===== src/rtl/sar_seq_ctrl_pkg.sv =====
// Shared types and default parameter values for the SAR comparator sequencer.
package sar_seq_ctrl_pkg;

  typedef enum logic [2:0] {
    IDLE,
    WAKE,
    PRE,
    LAT,
    DONE
  } sar_state_t;

  localparam int DEF_N          = 8;
  localparam int DEF_PREAMP_CYC = 2;
  localparam int DEF_LATCH_CYC  = 2;
  localparam int DEF_WARMUP_CYC = 4;

  function automatic int max3(input int a, input int b, input int c);
    int m;
    m = (a > b) ? a : b;
    return (m > c) ? m : c;
  endfunction

endpackage


===== src/rtl/sar_phase_timer.sv =====
// Loadable down-counter timing one FSM state; expire marks the final cycle of that state.
module sar_phase_timer #(
  parameter int W = 2
) (
  input  logic         clk,
  input  logic         rstn,
  input  logic         load,
  input  logic [W-1:0] load_val,
  output logic         expire
);

  logic [W-1:0] cnt;

  always_ff @(posedge clk or negedge rstn) begin
    if (!rstn) begin
      cnt <= '0;
    end else if (load) begin
      cnt <= load_val;
    end else if (cnt != '0) begin
      cnt <= cnt - W'(1);
    end
  end

  assign expire = (cnt == '0);

endmodule


===== src/rtl/sar_seq_ctrl.sv =====
// SAR comparator sequencer: power-up, pre-amp/latch phase clocks and MSB-first binary search.
// Optional macro SAR_SEQ_CTRL_AUTOPD_EN powers the comparator down after every conversion or abort.
module sar_seq_ctrl
  import sar_seq_ctrl_pkg::*;
#(
  parameter int N          = DEF_N,
  parameter int PREAMP_CYC = DEF_PREAMP_CYC,
  parameter int LATCH_CYC  = DEF_LATCH_CYC,
  parameter int WARMUP_CYC = DEF_WARMUP_CYC
) (
  input  logic         clk,
  input  logic         rstn,
  input  logic         start,
  input  logic         abort,
  input  logic         cmp_out,
  input  logic         cmp_outb,
  output logic         pdn,
  output logic         clk_preamp,
  output logic         clk_latch,
  output logic [N-1:0] dac_code,
  output logic [N-1:0] dout,
  output logic         busy,
  output logic         done,
  output logic         err
);

  localparam int MAXC = max3(WARMUP_CYC, PREAMP_CYC, LATCH_CYC);
  localparam int TW   = (MAXC > 1) ? $clog2(MAXC) : 1;
  localparam int BW   = $clog2(N);
  localparam logic [N-1:0] ONE      = N'(1);
  localparam logic [N-1:0] MSB_CODE = ONE << (N - 1);

  sar_state_t    state;
  logic          go;
  logic [BW-1:0] bit_idx;
  logic          tmr_load;
  logic [TW-1:0] tmr_val;
  logic          tmr_expire;
  logic          keep;
  logic          unres;
  logic [N-1:0]  resolved;
  logic [N-1:0]  next_trial;

  sar_phase_timer #(.W(TW)) u_timer (
    .clk      (clk),
    .rstn     (rstn),
    .load     (tmr_load),
    .load_val (tmr_val),
    .expire   (tmr_expire)
  );

  // Decision for the current bit and the code of the following trial.
  always_comb begin
    keep              = cmp_out & ~cmp_outb;
    unres             = (cmp_out == cmp_outb);
    resolved          = dac_code;
    resolved[bit_idx] = keep;
    next_trial        = resolved | (ONE << (bit_idx - BW'(1)));
  end

  always_comb begin
    tmr_load = 1'b0;
    tmr_val  = '0;
    case (state)
      IDLE: if (go && !abort) begin
        tmr_load = 1'b1;
        tmr_val  = pdn ? TW'(PREAMP_CYC - 1) : TW'(WARMUP_CYC - 1);
      end
      WAKE: if (tmr_expire) begin
        tmr_load = 1'b1;
        tmr_val  = TW'(PREAMP_CYC - 1);
      end
      PRE: if (tmr_expire) begin
        tmr_load = 1'b1;
        tmr_val  = TW'(LATCH_CYC - 1);
      end
      LAT: if (tmr_expire && bit_idx != '0) begin
        tmr_load = 1'b1;
        tmr_val  = TW'(PREAMP_CYC - 1);
      end
      default: ;
    endcase
  end

  // go holds an accepted start for one cycle so busy and the first state begin one edge later.
  always_ff @(posedge clk or negedge rstn) begin
    if (!rstn) begin
      state      <= IDLE;
      go         <= 1'b0;
      bit_idx    <= '0;
      pdn        <= 1'b0;
      clk_preamp <= 1'b0;
      clk_latch  <= 1'b0;
      dac_code   <= '0;
      dout       <= '0;
      busy       <= 1'b0;
      done       <= 1'b0;
      err        <= 1'b0;
    end else begin
      done <= 1'b0;
      if (abort && state != IDLE) begin
        state      <= IDLE;
        clk_preamp <= 1'b0;
        clk_latch  <= 1'b0;
        dac_code   <= '0;
        busy       <= 1'b0;
`ifdef SAR_SEQ_CTRL_AUTOPD_EN
        pdn        <= 1'b0;
`endif
      end else begin
        case (state)
          IDLE: begin
            if (abort) begin
              go <= 1'b0;
            end else if (go) begin
              go   <= 1'b0;
              busy <= 1'b1;
              if (pdn) begin
                state      <= PRE;
                clk_preamp <= 1'b1;
                dac_code   <= MSB_CODE;
                bit_idx    <= BW'(N - 1);
              end else begin
                state <= WAKE;
                pdn   <= 1'b1;
              end
            end else if (start) begin
              go  <= 1'b1;
              err <= 1'b0;
            end
          end
          WAKE: if (tmr_expire) begin
            state      <= PRE;
            clk_preamp <= 1'b1;
            dac_code   <= MSB_CODE;
            bit_idx    <= BW'(N - 1);
          end
          PRE: if (tmr_expire) begin
            state      <= LAT;
            clk_preamp <= 1'b0;
            clk_latch  <= 1'b1;
          end
          LAT: if (tmr_expire) begin
            clk_latch <= 1'b0;
            if (unres) err <= 1'b1;
            if (bit_idx == '0) begin
              state    <= DONE;
              dac_code <= resolved;
              dout     <= resolved;
              done     <= 1'b1;
            end else begin
              state      <= PRE;
              clk_preamp <= 1'b1;
              dac_code   <= next_trial;
              bit_idx    <= bit_idx - BW'(1);
            end
          end
          DONE: begin
            state <= IDLE;
            busy  <= 1'b0;
`ifdef SAR_SEQ_CTRL_AUTOPD_EN
            pdn   <= 1'b0;
`endif
          end
          default: state <= IDLE;
        endcase
      end
    end
  end

endmodule


===== config.mk =====
export PLATFORM = sky130hd
export DESIGN_NAME = sar_seq_ctrl
export DESIGN_NICKNAME = d
export VERILOG_FILES = /design/src/rtl/sar_seq_ctrl_pkg.sv /design/src/rtl/sar_phase_timer.sv /design/src/rtl/sar_seq_ctrl.sv
export SDC_FILE = /design/constraint.sdc
export NUM_CORES = 1
export LEC_CHECK = 0
export BUFFER_PORTS_ARGS = -buffer_cell sky130_fd_sc_hd__buf_2
export CORE_ASPECT_RATIO = 1.5
export CORE_MARGIN = 2
export CORE_UTILIZATION = 50
export CTS_CLUSTER_DIAMETER = 30
export DETAILED_ROUTE_END_ITERATION = 7
export PLACE_DENSITY_LB_ADDON = 0.3
export RECOVER_POWER = 100
export SLEW_MARGIN = 20
export SYNTH_ARGS = -nofsm -noshare
export SYNTH_HDL_FRONTEND = slang
export SYNTH_SLANG_ARGS = --single-unit
export TNS_END_PERCENT = 10

===== constraint.sdc =====
create_clock -name clk -period 2 [get_ports clk]
set_clock_uncertainty 0.2 [all_clocks]
set_input_delay 0.6 -clock clk [delete_from_list [all_inputs] [get_ports clk]]
set_output_delay 0.6 -clock clk [all_outputs]
set_load 0.005 [all_outputs]

Word-level counts from Yosys, hierarchy flattened
Index checks and enable logic that the tools add are counted.
- $add $sub $neg: 2
- eq/ne operators: 21
- magnitude comparators: 2
- shift-type cells: 1
- bitwise operators: 5
- muxes and demuxes: 66
- reduce and logical (&&, ||, !) cells: 29
- operators by type and width (operator ; number):
    $mux 8 ; 7
    $mux 3 ; 13
    $mux 1 ; 30
    $pmux 8 s3 ; 1
    $ne 3x3->1 const B ; 7
    $ne 2x2->1 const B ; 9
    $reduce_and 8->1 ; 2
    $reduce_bool 3->1 ; 5
    $pmux 3 s4 ; 1
    $mux 2 ; 5
    $pmux 3 s3 ; 1
    $bwmux 8 ; 1
    $or 8x8->8 ; 1
    $reduce_and 4->1 ; 2
    $shl 1x3->8 const A ; 1
    $reduce_and 7->1 ; 1
    $eq 3x2->1 const B ; 2
    $logic_not 3->1 ; 2
    $pmux 1 s2 ; 3
    $pmux 2 s3 ; 1
    $reduce_and 3->1 ; 2
    $reduce_and 6->1 ; 1
    $reduce_bool 2->1 ; 3
    $reduce_and 5->1 ; 1
    other kinds (19) ; 24
- flip-flop bits (word level): 31
- output and inout port bits: 22
- logic and storage cells: 138
- bits of input ports: 6

Logic depth before layout (Yosys ltp)
Gate-level depths: netlist (run 1).
- depth after elaboration: 10
- depth in mapped cells: 8
- mapped depth without buffers: 6

Cells and area by module
From an unflattened synthesis (run 1), not the netlist that was laid out.
- cells, all modules: 182
- area, all modules: 1779.2 µm²
- modules (own cells, without submodules) (module ; times used ; sequential area each (µm²) ; area an instance (µm²) ; cells an instance):
    sar_seq_ctrl ; 1 ; 725.7 ; 1665.3 ; 170
    sar_phase_timer ; 1 ; 50.0 ; 113.9 ; 12

Worst setup path after synthesis (run 1)
OpenSTA, ideal clock, no wires.
- path type: register to register
- from: reg bit_idx[0]
- to: reg bit_idx[1]
- period minus slack after synthesis: 2136 ps
- setup slack: -136 ps
- library setup time: 125 ps
- path buffers: 1
- cell stages (with the launch flop): 8
- arrival: 1811 ps
- data required time: 1675 ps
- path through: dfrtp_1 clkbuf_1 inv_1 ha_1 inv_1 o21ai_0 a211oi_2 mux2_2
- cells in the longest elaborated chain, start to end: 4
- elaborated cells on any way between the ends: 7
- classes of those cells: add/sub: 1; eq/ne: 1; mux: 3; reduce/logical: 2
- RTL lines (what ; RTL line ; source):
    start: declaration ; sar_seq_ctrl.sv:35 ; logic [BW-1:0] bit_idx;
    start signal: assignment ; sar_seq_ctrl.sv:122 ; bit_idx <= BW'(N - 1);
    start signal: assignment ; sar_seq_ctrl.sv:136 ; bit_idx <= BW'(N - 1);
    start signal: assignment ; sar_seq_ctrl.sv:155 ; bit_idx <= bit_idx - BW'(1);
    $sub 3x1->3 ; sar_seq_ctrl.sv:155 ;
    $mux 3 ; sar_seq_ctrl.sv:146 ; if (bit_idx == '0) begin
    $mux 3 ; sar_seq_ctrl.sv:143 ; LAT: if (tmr_expire) begin
    $pmux 3 s3 ; sar_seq_ctrl.sv:111 ; case (state)
Parallel ways exist; a longest one is shown, timed or not. The select of a mux whose other input is x is not followed.
A chain may end at the register's enable or synchronous reset.

Worst setup path in the final report (run 1)
- from: reg state[2]
- to: reg dac_code[7]
- cells in the longest elaborated chain, start to end: 4
- elaborated cells on any way between the ends: 14
- classes of those cells: eq/ne: 7; mux: 2; reduce/logical: 5
- RTL lines (what ; RTL line ; source):
    start: declaration ; sar_seq_ctrl.sv:33 ; sar_state_t state;
    start signal: assignment ; sar_seq_ctrl.sv:88 ; state <= IDLE;
    start signal: assignment ; sar_seq_ctrl.sv:102 ; state <= IDLE;
    start signal: assignment ; sar_seq_ctrl.sv:119 ; state <= PRE;
    $reduce_bool 3->1 ; sar_seq_ctrl.sv:101 ; if (abort && state != IDLE) begin
    $logic_and 1x1->1 ; sar_seq_ctrl.sv:101 ;
    $ne 3x3->1 (no source line) or $reduce_bool 4->1 (tied branches) ; -- ;
    $reduce_and 6->1 (no source line) ; -- ;
    end signal: assignment ; sar_seq_ctrl.sv:148 ; dac_code <= resolved;
    end signal: assignment ; sar_seq_ctrl.sv:154 ; dac_code <= next_trial;
    end: declaration ; sar_seq_ctrl.sv:20 ; output logic [N-1:0] dac_code,
Parallel ways exist; a longest one is shown, timed or not.

==> results of run 1 <==
## logic make-up after synthesis
kind of cell    share of synthesized area, %
buf+inv                                6.017
fa+ha+maj                              4.733
simple gates                           17.44
mux                                    8.317
flops                                  41.92
compound gates                         21.57
## routing by layer
| metal | global-route usage (%) | vias up | wire [um] |
|---|---|---|---|
| li1 | - | 811 | - |
| met1 | 31.80 | 796 | 1915 |
| met2 | 41.46 | 46 | 2410 |
| met3 | 4.563 | 10 | 151 |
| met4 | 10.51 | 0 | 119 |
| met5 | 0 | - | 0 |
## Yosys cell counts (3+ instances only)
library cell and n:
o21ai_0 12, nor2b_1 4, nor3_1 5, nor2_1 18
nand2b_1 4, a21oi_1 15, clkbuf_1 6, buf_2 5
or2_2 4, dfrtp_1 31, mux2i_1 12, inv_1 13
a22o_1 7, mux2_2 3, nand2_1 7, nand3b_1 5
nor3b_1 3, a211o_1 3, ha_1 7
## sequential cells by signal (all words and copies together) (netlist names)
signal and flops:
dac_code 8, pdn 1, go 1, clk_latch 1
done 1, err 1, bit_idx 3, state 3
busy 1, dout 8, u_timer.cnt 2, clk_preamp 1
## power groups by stage
stage	combinational [uW]	clock, uW	sequential [uW]
detailed placement	1590	0	929
global placement	1570	0	929
finish	1590	650	921
floorplan	988	0	896
CTS	1630	658	918
global route	1770	690	946
## through the flow
stage	worst slack [ns]	hold slack, ns	total power [uW]
2_1_floorplan	-0.03148	0.1044	1885
3_5_place_dp	-0.1284	0.3093	2522
4_1_cts	0.01340	0.1362	3204
5_1_grt	-0.07359	0.3371	3404
3_3_place_gp	-0.09935	0.3062	2496
6_report	0.01877	0.2622	3166
## what timing repair did
item,in CTS,in global routing
hold endpoints to repair,0,0
endpoints found under the setup margin,8,19
setup buffers,0,0
resized for setup,1,5
pin swaps,0,2
## cells in the final DEF (no fill, tap or decap), types with 2 or more instances in the layout
| master | instances |
|---|---|
| a211o_1 | 3 |
| a211oi_2 | 3 |
| a21oi_1 | 15 |
| a22o_1 | 7 |
| buf_12 | 2 |
| buf_2 | 15 |
| buf_4 | 27 |
| clkbuf_1 | 17 |
| clkbuf_4 | 2 |
| clkbuf_8 | 6 |
| dfrtp_1 | 31 |
| ha_1 | 6 |
| inv_1 | 13 |
| mux2_2 | 3 |
| mux2i_1 | 12 |
| nand2_1 | 7 |
| nand2b_1 | 4 |
| nand3_1 | 2 |
| nand3b_1 | 5 |
| nor2_1 | 18 |
| nor2b_1 | 4 |
| nor3_1 | 5 |
| nor3b_1 | 3 |
| o21ai_0 | 12 |
| o22a_1 | 2 |
| or2_2 | 4 |
## worst max path at each step
stage | startpoint | endpoint | cells past startpoint
final | state[2] | dac_code[7] | 5
after global routing | state[2] | dac_code[7] | 5
after CTS | u_timer.cnt[0] | dac_code[2] | 7
after detailed placement | abort | dac_code[2] | 6
after global placement | abort | dac_code[7] | 5
after floorplan | bit_idx[0] | bit_idx[1] | 7
## worst reg2reg max path, delay by kind of cell, from the launching register on
family          cells  cell delay, ns
compound gates      3            0.67
flops               1            0.45
mux                 1            0.38
buf+inv             1            0.17
## cell type report
class	count	area (um2)
multi-input combinational	136	974.7
inverter	13	48.80
clock buffer	6	82.58
sequential	31	775.7
fill	320	1242
clock inverter	2	35.03
timing repair buffer	64	401.6
tap	43	53.80
==> impl_metrics.toml, run 1 <==
[run_status]
outcome = "complete, no violations"

[layout]
finalInstanceArea_um2 = 2372
synthToLayoutAreaGrowth_pct = 28.19
layoutNonFillerInstCount = 295
final_util_pct = 65.63
drive_above_1_share_pct = 27.78
fin_nets = 264
antenna_cells = 0

[die]
coreArea_um2 = 3615
die_y_um = 78.51
design.portCount = 28
start_util_pct = 51.19
die_area_um2 = 4214
row_count = 27
die_w_um = 53.67

[clock_network]
clkSlewWorstSetupHoldPaths_ns = 0.07
h-tree-depth = 2
cts_tree = "built"
cts_made_buffers = 5
worstSkewPairLatency_ns = 0.28
clock-sinks = 31
root_buffer = "clkbuf_8"
ctsHoldBuffers = 0
clk_path_buf_depth = 2

[synth]
netlist_instances = 193
synth_edf_count = 0
postSynth.asyncResetShare_pct = 100.0
synth-seq-area-share_pct = 41.92
synth.area.top_cells = "dfrtp_1, mux2i_1, ha_1"
synth.cell_area_um2 = 1851
ys.warnings.count = 0
yosysTopAreaCell = "dfrtp_1"
yosysTopAreaCellShare_pct = 41.92
syn_avg_cell_area_um2 = 9.588
synthFlopType = "dfrtp_1"
synth_nets = 206
yosysUniqueCellTypes = 41
synth_seq_cells = 31

[route]
firstDrtPassIters = 4
finalWirelength_um = 4596
ant_nets = 0
num_vias = 1663
drt_iter0_drc = 62
wire_per_inst_um = 15.58
viasPerCell = 5.637
drc_errors = 0

[sta]
timing.fmax_mhz = 504.7
grt_setup_unrepaired = "yes"
worstMarginPinSlew_ns = 0.7731
hold_violations = 0
maxSlewViolCount = 0
fin_tns_setup_ns = 0
setup_viol = 0
finalCritPeriodShare_pct = 99.06
min_period_ns = 1.981
relSlewSlack_pct = 48.46

[placed_design]
dp.cells = 287
placed_area_um2 = 2280
place_hpwl_um = 3310
io_buffers = 27
gp_congestion = 0.8196

[grt]
grtUsageTotal_pct = 25.35
grt_pass1_vias = 1643
antenna_found_initial = 0
grt_max_degree = 32
grt_overflow = 0
grt_pass1_wl_um = 7838

[critical_path]
cpPeakStageDelay_ns = 0.45
worst-setup-path-type = "reg2reg"
crit_chain = "buf_12, o21ai_0, o31ai_2, o22ai_2, mux2_2"
arrival_ns = 1.95
ff2ff_setup_slack_ns = 0.02
reg2reg_depth = 5
critPathRequiredTime_ns = 1.97
worstPathMaxFanout = 12
reg2reg_from = "state[2]"
crit_buf_inv = 1
critical-path-top-delay-family = "compound AO/OA/AOI/OAI gates"
rr_endpoint = "dac_code[7]"
cp-end-kind = "flop"
cpMaxStageDelayCell = "dfrtp_1"
worst_setup_path_start_kind = "flop"

[job]
max_cap_violations = 0

[power]
vdd_drop_max_mv = 1.118
pwr-share-comb_pct = 50.4
p_leak_uw = 0.001124
clockPowerShare_pct = 20.5
pwr-share-seq_pct = 29.1
p_switching_uw = 1215
power.density_nw_per_um2 = 1334
swShare_pct = 38.39
p_int_uw = 1950

[min_path]
holdCritPathClass = "in2async"
Power figures use the tool's default switching activity.
==> run 2, diff against run 1 <==
--- a/config.mk
+++ b/config.mk
@@ -6,14 +6,16 @@
 export NUM_CORES = 1
 export LEC_CHECK = 0
 export BUFFER_PORTS_ARGS = -buffer_cell sky130_fd_sc_hd__buf_2
+export CELL_PAD_IN_SITES_DETAIL_PLACEMENT = 1
+export CELL_PAD_IN_SITES_GLOBAL_PLACEMENT = 2
 export CORE_ASPECT_RATIO = 1.5
 export CORE_MARGIN = 2
-export CORE_UTILIZATION = 50
+export CORE_UTILIZATION = 32
 export CTS_CLUSTER_DIAMETER = 30
 export DETAILED_ROUTE_END_ITERATION = 7
 export PLACE_DENSITY_LB_ADDON = 0.3
 export RECOVER_POWER = 100
-export SLEW_MARGIN = 20
+export SLEW_MARGIN = 10
 export SYNTH_ARGS = -nofsm -noshare
 export SYNTH_HDL_FRONTEND = slang
 export SYNTH_SLANG_ARGS = --single-unit
==> constraint.sdc (replaced) <==
create_clock -name clk -period 1.8 [get_ports clk]
set_clock_uncertainty 0.2 [all_clocks]
set_input_delay 0.54 -clock clk [delete_from_list [all_inputs] [get_ports clk]]
set_output_delay 0.54 -clock clk [all_outputs]
set_load 0.005 [all_outputs]
==> run 2 against run 1 <==
Compared with the run above: the flow now finishes with violations (setup timing); power up 35%; wire length up 31%; non-clock buffer count up 24; clock power up 12%; critical path type unchanged; setup slack worse by 0.13 ns; critical path depth unchanged.
==> impl_metrics.toml, run 2 (same netlist as run 1, synthesis figures left out) <==
[clock_network]
worstSkewPairLatency_ns = 0.29
h-tree-depth = 2
cts_made_buffers = 5
clock-sinks = 31
root_buffer = "clkbuf_8"
clk_path_buf_depth = 2
ctsHoldBuffers = 0
cts_tree = "built"
clkSlewWorstSetupHoldPaths_ns = 0.07

[layout]
multiInputGateArea_um2 = 1127
drive_above_1_share_pct = 47.83
largest_registers = "dac_code x8, dout x8"
layout_common_cells = "buf_4, dfrtp_1, buf_2"
mostFrequentLayoutCell = "buf_4"
fillers = 655
synthToLayoutAreaGrowth_pct = 51.45
finalInstanceArea_um2 = 2803
fin_nets = 288
antenna_cells = 0
register_area_um2 = 782.0

[sta]
finalWorstSetupSlack_ns = -0.1063
maxSlewViolCount = 0
finalCritPeriodShare_pct = 105.9
setup_viol = 12
min_period_ns = 1.906
timing.fmax_mhz = 524.6
worstMarginPinSlew_ns = 0.8219
relSlewSlack_pct = 45.21
hold_violations = 0
grt_setup_unrepaired = "yes"

[die]
row_count = 33
die_y_um = 97.14
design.portCount = 28
start_util_pct = 33.45
coreArea_um2 = 5533
die_w_um = 66.09
die_area_um2 = 6420

[route]
drt_iter0_drc = 77
wire_per_inst_um = 17.38
finalWirelength_um = 6015
num_vias = 1817
firstDrtPassIters = 4
viasPerCell = 5.251
ant_nets = 0
drc_errors = 0

[critical_path]
critPathRequiredTime_ns = 1.82
crit_chain = "buf_4, nand2b_1, a21oi_1, a2111oi_1, o32a_1"
worst_setup_path_start_kind = "flop"
reg2reg_from = "state[1]"
arrival_ns = 1.93
reg2reg_depth = 5
crit_buf_inv = 1
worst-setup-path-type = "reg2reg"
crit_path_end = "bit_idx[2]"
ff2ff_setup_slack_ns = -0.11
rr_endpoint = "bit_idx[2]"
cp-end-kind = "flop"
worstSetupPathDepth = 5
cp-startpoint = "state[1]"
cpMaxStageDelayCell = "dfrtp_2"
worstPathMaxFanout = 6
critical-path-top-delay-family = "compound AO/OA/AOI/OAI gates"
cpPeakStageDelay_ns = 0.46

[job]
max_cap_violations = 0

[placed_design]
pre_cts_ws_ns = -0.2802
place_hpwl_um = 4187
placed_area_um2 = 2490
gp_congestion = 0.7939
io_buffers = 27

[grt]
grt_overflow = 0
grt_pass1_wl_um = 9811
antenna_found_initial = 0
grtUsageTotal_pct = 19.92
grt_max_degree = 32
grt_pass1_vias = 1994

[power]
vdd_drop_max_mv = 0.6795
power.density_nw_per_um2 = 1528
finalPower_uw = 4282
p_leak_uw = 0.001287

[run_status]
violations = "setup timing"
outcome = "complete, but fails checks"

[min_path]
holdCritPathClass = "in2async"
## run 2: cell types whose count changed in the layout (fill, tap and decap cells not counted), moves of 3 or more
cell and delta:
a21oi_1 -3, a21oi_2 +3, buf_2 +5, buf_4 +20, buf_6 +7, clkbuf_1 -9
dfrtp_1 -5, dfrtp_2 +5, ha_4 +3, inv_1 -5, inv_2 +3, o21ai_0 -5
o21ai_1 +4
## run 2: routing by layer
layer  part of all wire [%]  vias up  track usage, %
met5                      0        -               0
met4                    2.5        0           6.907
met3                    2.9       13           3.360
met2                     58       41           37.77
met1                     37      901           21.11
li1                       -      862               -
## run 2: layout make-up
cell class / instances / area share, %
clock buffer: 6 / 2.946
inverter: 13 / 2.187
tap: 70 / 3.125
multi-input combinational: 136 / 40.22
timing repair buffer: 88 / 22.37
clock inverter: 2 / 1.250
sequential: 31 / 27.90
## run 2: per-stage QoR
step / hold WS, ns / setup TNS, ns / utilization [%] / std cells
global placement: 0.3055 / -2.857 / 45.00 / 329
detailed placement: 0.3148 / -4.081 / 45.00 / 329
global route: 0.2983 / -2.172 / 50.66 / 346
CTS: 0.08011 / -0.5991 / 49.93 / 344
finish: 0.2098 / -0.5546 / 50.66 / 346
floorplan: 0.04441 / -0.04088 / - / 193
## run 2: worst min path at each step
stage,start,end,depth (start not counted)
after floorplan,rstn,bit_idx[0],0
after global placement,dout[1],dout[1],2
after detailed placement,dout[1],dout[1],2
after global routing,rstn,dac_code[5],2
after CTS,rstn,bit_idx[1],2
final,rstn,dac_code[5],2
## run 2: timing repair
action | 4_1_cts | 5_1_grt
setup buffers | 7 | 2
resized for setup | 26 | 18
endpoints found under the hold margin | 0 | 0
pin swaps | 11 | 7
endpoints found under the setup margin | 24 | 27
## run 2: where the power goes
group / leakage, uW / switching [uW] / internal [uW]
logic: 0.000840 / 1200 / 1290
registers: 0.000386 / 188 / 876
clock network: 0.0000612 / 282 / 448
